[config.mk]
export PLATFORM = sky130hd
export DESIGN_NAME = multdiv_iter
export DESIGN_NICKNAME = d
export VERILOG_FILES = /design/src/rtl/multdiv_iter.sv
export SDC_FILE = /design/constraint.sdc
export NUM_CORES = 1
export LEC_CHECK = 0
export CAP_MARGIN = 30
export CELL_PAD_IN_SITES_DETAIL_PLACEMENT = 1
export CELL_PAD_IN_SITES_GLOBAL_PLACEMENT = 2
export CORE_UTILIZATION = 35
export DETAILED_ROUTE_END_ITERATION = 7
export PLACE_DENSITY_LB_ADDON = 0.15
export SYNTH_ARGS = -nofsm -noshare
export SYNTH_HDL_FRONTEND = slang
export SYNTH_SLANG_ARGS = --single-unit
[constraint.sdc]
create_clock -name clock -period 13.3 [get_ports clock]
set_input_delay 2.66 -clock clock [delete_from_list [all_inputs] [get_ports clock]]
set_output_delay 2.66 -clock clock [all_outputs]
set_load 0.02 [all_outputs]
[src/rtl/multdiv_iter.sv]
// Iterative signed multiplier/divider: radix-2 Booth multiply and restoring divide,
// one step per cycle. A new start pulse aborts any operation already in flight.
module multdiv_iter #(
    parameter int WIDTH = 32,
    parameter int CNT_W = $clog2(WIDTH) + 1
) (
    input  logic             clock,
    input  logic             reset,
    input  logic             ctrl_MULT,
    input  logic             ctrl_DIV,
    input  logic [WIDTH-1:0] data_operandA,
    input  logic [WIDTH-1:0] data_operandB,
    output logic [WIDTH-1:0] data_result,
    output logic             data_exception,
    output logic             data_resultRDY,
    output logic             busy
);

    typedef enum logic [1:0] {IDLE, RUN_MULT, RUN_DIV, DONE} state_t;

    state_t           state_q, state_d;
    logic [CNT_W-1:0] cnt_q, cnt_d;
    // hi holds the Booth upper half or the divider remainder; lo the multiplier or quotient
    logic [WIDTH:0]   hi_q, hi_d;
    logic [WIDTH-1:0] lo_q, lo_d;
    logic [WIDTH:0]   m_q, m_d;
    logic             qm1_q, qm1_d;
    logic             neg_q, neg_d;
    logic [WIDTH-1:0] res_q, res_d;
    logic             exc_q, exc_d;

    logic [WIDTH:0]     booth_sum, booth_hi;
    logic [WIDTH-1:0]   booth_lo;
    logic [2*WIDTH-1:0] product;
    logic               mul_ovf;
    logic [WIDTH:0]     div_shift, div_rem;
    logic [WIDTH+1:0]   div_diff;
    logic [WIDTH-1:0]   div_quo, quo_signed;
    logic [WIDTH-1:0]   abs_a, abs_b;
    logic               last;
    logic               div_zero;

    assign last     = (cnt_q == CNT_W'(WIDTH - 1));
    assign div_zero = (m_q == '0);
    assign abs_a    = data_operandA[WIDTH-1] ? -data_operandA : data_operandA;
    assign abs_b    = data_operandB[WIDTH-1] ? -data_operandB : data_operandB;

    // Single-step Booth and restoring-divide datapaths
    always_comb begin
        booth_sum = hi_q;
        case ({lo_q[0], qm1_q})
            2'b01:   booth_sum = hi_q + m_q;
            2'b10:   booth_sum = hi_q - m_q;
            default: booth_sum = hi_q;
        endcase
        booth_hi = {booth_sum[WIDTH], booth_sum[WIDTH:1]};
        booth_lo = {booth_sum[0], lo_q[WIDTH-1:1]};
        product  = {booth_hi[WIDTH-1:0], booth_lo};
        mul_ovf  = !((&product[2*WIDTH-1:WIDTH-1]) || ~(|product[2*WIDTH-1:WIDTH-1]));

        div_shift = {hi_q[WIDTH-1:0], lo_q[WIDTH-1]};
        div_diff  = {1'b0, div_shift} - {1'b0, m_q};
        if (!div_diff[WIDTH+1]) begin
            div_rem = div_diff[WIDTH:0];
            div_quo = {lo_q[WIDTH-2:0], 1'b1};
        end else begin
            div_rem = div_shift;
            div_quo = {lo_q[WIDTH-2:0], 1'b0};
        end
        quo_signed = neg_q ? -div_quo : div_quo;
    end

    always_ff @(posedge clock or negedge reset) begin
        if (!reset) state_q <= IDLE;
        else        state_q <= state_d;
    end

    always_comb begin
        state_d = state_q;
        if (ctrl_MULT)     state_d = RUN_MULT;
        else if (ctrl_DIV) state_d = RUN_DIV;
        else begin
            case (state_q)
                IDLE:     state_d = IDLE;
                RUN_MULT: if (last) state_d = DONE;
                RUN_DIV:  if (div_zero || last) state_d = DONE;
                DONE:     state_d = IDLE;
                default:  state_d = IDLE;
            endcase
        end
    end

    always_comb begin
        cnt_d = cnt_q;
        hi_d  = hi_q;
        lo_d  = lo_q;
        m_d   = m_q;
        qm1_d = qm1_q;
        neg_d = neg_q;
        res_d = res_q;
        exc_d = exc_q;
        if (ctrl_MULT) begin
            cnt_d = '0;
            hi_d  = '0;
            lo_d  = data_operandB;
            m_d   = {data_operandA[WIDTH-1], data_operandA};
            qm1_d = 1'b0;
        end else if (ctrl_DIV) begin
            cnt_d = '0;
            hi_d  = '0;
            lo_d  = abs_a;
            m_d   = {1'b0, abs_b};
            neg_d = data_operandA[WIDTH-1] ^ data_operandB[WIDTH-1];
        end else if (state_q == RUN_MULT) begin
            cnt_d = cnt_q + CNT_W'(1);
            hi_d  = booth_hi;
            lo_d  = booth_lo;
            qm1_d = lo_q[0];
            if (last) begin
                res_d = product[WIDTH-1:0];
                exc_d = mul_ovf;
            end
        end else if (state_q == RUN_DIV) begin
            if (div_zero) begin
                res_d = '0;
                exc_d = 1'b1;
            end else begin
                cnt_d = cnt_q + CNT_W'(1);
                hi_d  = div_rem;
                lo_d  = div_quo;
                if (last) begin
                    res_d = quo_signed;
                    // only MIN_INT / -1 yields a positive quotient with the MSB set
                    exc_d = ~neg_q & div_quo[WIDTH-1];
                end
            end
        end
    end

    always_ff @(posedge clock or negedge reset) begin
        if (!reset) begin
            cnt_q <= '0;
            hi_q  <= '0;
            lo_q  <= '0;
            m_q   <= '0;
            qm1_q <= 1'b0;
            neg_q <= 1'b0;
            res_q <= '0;
            exc_q <= 1'b0;
        end else begin
            cnt_q <= cnt_d;
            hi_q  <= hi_d;
            lo_q  <= lo_d;
            m_q   <= m_d;
            qm1_q <= qm1_d;
            neg_q <= neg_d;
            res_q <= res_d;
            exc_q <= exc_d;
        end
    end

    always_comb begin
        data_result    = res_q;
        data_exception = exc_q;
        data_resultRDY = (state_q == DONE);
        busy           = (state_q == RUN_MULT) || (state_q == RUN_DIV);
    end

endmodule

==> metrics.txt <==
cts hold-fix bufs=0; post-DR wirelength/cell=23.7 um; Cell variety after synth=78; worst reg2reg path depth=18; initial antenna violation count=0; synth warn=0; Detailed Place HPWL=44.4 mm; # rows=73; area leader, netlist=dfrtp_1; Die Wd=203 um; CP arrival=6.61 ns; Fin. Hold Viols=0; RePlAce Congestion=0.942; setup_tns=0 ns; power per cell area=142 mW/mm2; fin crit share=47.1%; Worst VDD drop=82.7 uV; kind of critical path=primary input to flip-flop; Root Buffer=clkbuf_16; FFs w/ async S/R, synth=100%; r2r setup slk=7.31 ns; Synth top area share=24.9%; Post-synth EDFFs=0; worst reg2reg startpoint=m_q[22]; crit path capture type=flip-flop; GR Overflow Total=0; Synth Net Count=2053; WL met2=28.3 mm; Synth Instances=1908; TritonCTS clock tree=yes; unrepaired setup endpoints after global routing=no; Max transition margin=40.1%; Initial DRC Count=900; Worst Slack Setup Final=7.04 ns; wirelength, routed=58.5 mm; # diodes=0; Max clock buf depth=2; worst slack at placement=6.61 ns; Seq/Total Area, Yosys=24.9%; vias in the first global route=15.2k; DIE AREA=0.0412 mm2; Pleak=6.54 nW; hold depth=1; IO Port Bufs=102; clock-pin transition on the worst setup and hold timing paths=0.06 ns; hold slack=0.498 ns; Synth Area in Adders=6.91%; Max Freq=160 MHz; worst min path class=flip-flop to flip-flop; Final Max Slew Viols=0; number of max-cap violations=0; Yosys reg bits=141; total CTS buffers=17; first drt pass iteration count=5; clk sinks=141; top cells by count, synth=262 x nand2_1, 190 x a21oi_1, 182 x o21ai_0; DR vias/cell=5.98; area grow syn2layout=14.6%; required time of the critical path=13.64 ns; DR top layer=met4; WL met1=27.1 mm; Clock Latency Late Sink=0.44 ns; Initial Utilization=35.5%; post-route ant nets=0; number of gates resized after CTS=0; hold path startpoint=data_result[27]; Die Ht=203 um; post-synthesis xor/xnor area fraction=9.72%; critical path fanouts, max=4; crit path launch type=primary input; Placeable Area=0.0398 mm2; met3 wire len=1.81 mm; Final setup viols=0; Layout Skew=0.0144 ns; Synth Area in Simple Gates=21.8%; layout net count=2078; CTS H-tree depth=4; Compound-Gate Fraction of Synth Area=29.8%; Mean Syn Cell Area=7.42 um2; gr usage total=28.7%; multiplexer share of the synthesized area=1.87%; via count=14.8k; Netlist Area Pre-Place=0.0141 mm2; status=finished clean; post-CTS setup-driven buffer insertion count=0; final worst path period need=6.26 ns; Hold Path End=data_result[27]; first-pass GRT wire length=91.4 mm; largest net degree at the start of global routing=79; layout cell share with drive strength beyond 1=4.78%; I/O Pins=103; RR Endpoint=data_exception; most common cell in the netlist=nand2_1; top area cells in the synthesized netlist=dfrtp_1 25%, nand2_1 7.0%, a21oi_1 6.7%, ha_1 6.6%, o21ai_0 6.4%; DRC=0; worst slew pin tran=0.893 ns; prevailing post-synth register cell=dfrtp_1; largest family of logic cells by synthesized area=compound AO/OA/AOI/OAI gates
routing by layer:
| metal | track usage, % | up-vias |
|---|---|---|
| li1 | - | 7003 |
| met2 | 49.0 | 308 |
| met4 | 8.43 | 0 |
| met5 | 0 | - |
| met3 | 2.83 | 61 |
| met1 | 38.1 | 7395 |
power by group:
group	internal, mW	switching [mW]
logic	0.436	0.701
registers	0.514	0.108
clock network	0.335	0.212
total	1.28	1.02
worst max-delay path by stage:
stage                                 from       end  slack, ns
after floorplan           data_operandA[4]  lo_q[30]       7.73
after global placement    data_operandA[2]  lo_q[30]       6.65
after detailed placement  data_operandA[2]  lo_q[30]       6.61
after CTS                 data_operandA[5]  lo_q[30]       7.07
after global routing      data_operandA[5]  lo_q[30]       6.80
final                     data_operandA[5]  lo_q[30]       7.04
logic make-up (layout without fill, tap and decap cells):
kind of cell	after synthesis	count (layout)
flops	141	141
fa+ha+maj	77	77
compound gates	672	672
mux	26	26
xor+xnor	157	157
simple gates	650	650
buf+inv	185	223
through the flow:
stage | total power [mW] | instances | instance area (um2) | util (%)
after floorplan | 1.31 | 1908 | 14100 | -
after global routing | 2.45 | 2471 | 16200 | 40.7
final | 2.31 | 2471 | 16200 | 40.7
after detailed placement | 1.75 | 2439 | 15600 | 39.1
after CTS | 2.31 | 2471 | 16200 | 40.7
after global placement | 1.74 | 2438 | 15600 | 39.1
flip-flops by register name, indices dropped and copies added (netlist names):
register,cells
cnt_q,6
data_exception,1
data_result,32
hi_q,33
lo_q,32
m_q,33
neg_q,1
qm1_q,1
state_q,2
critical path: stages:
cell	delay (ns)
clkdlybuf4s50_1	0.49
nor4_1	0.52
nand3_1	0.27
or4_1	0.60
or4_1	0.52
or3_1	0.43
nand2b_1	0.18
o41ai_1	0.34
xor2_1	0.11
a211oi_1	0.26
a21oi_1	0.06
o21ai_0	0.17
cells in the final DEF (no fill, tap or decap), types with 23 or more instances in the layout:
master | Yosys | layout
a211oi_1 | 68 | 68
a21o_1 | 24 | 24
a21oi_1 | 190 | 190
a31oi_1 | 26 | 26
buf_4 | 1 | 25
clkdlybuf4s50_1 | 0 | 99
dfrtp_1 | 141 | 141
ha_1 | 75 | 74
inv_1 | 62 | 62
mux2i_1 | 23 | 23
nand2_1 | 262 | 261
nand3_1 | 30 | 30
nand4_1 | 23 | 23
nor2_1 | 146 | 145
nor3_1 | 27 | 27
o21ai_0 | 182 | 182
o31ai_1 | 33 | 32
xnor2_1 | 87 | 87
xor2_1 | 70 | 70
final cells by class:
type,instances,area [um2]
multi-input cells,1582,9940
flip-flops and latches,141,3530
inverters,64,240
clock inverters,13,216
well taps,525,657
fillers,4939,23600
clock buffers,19,433
repair buffers,127,1210
Power figures use the tool's default switching activity.
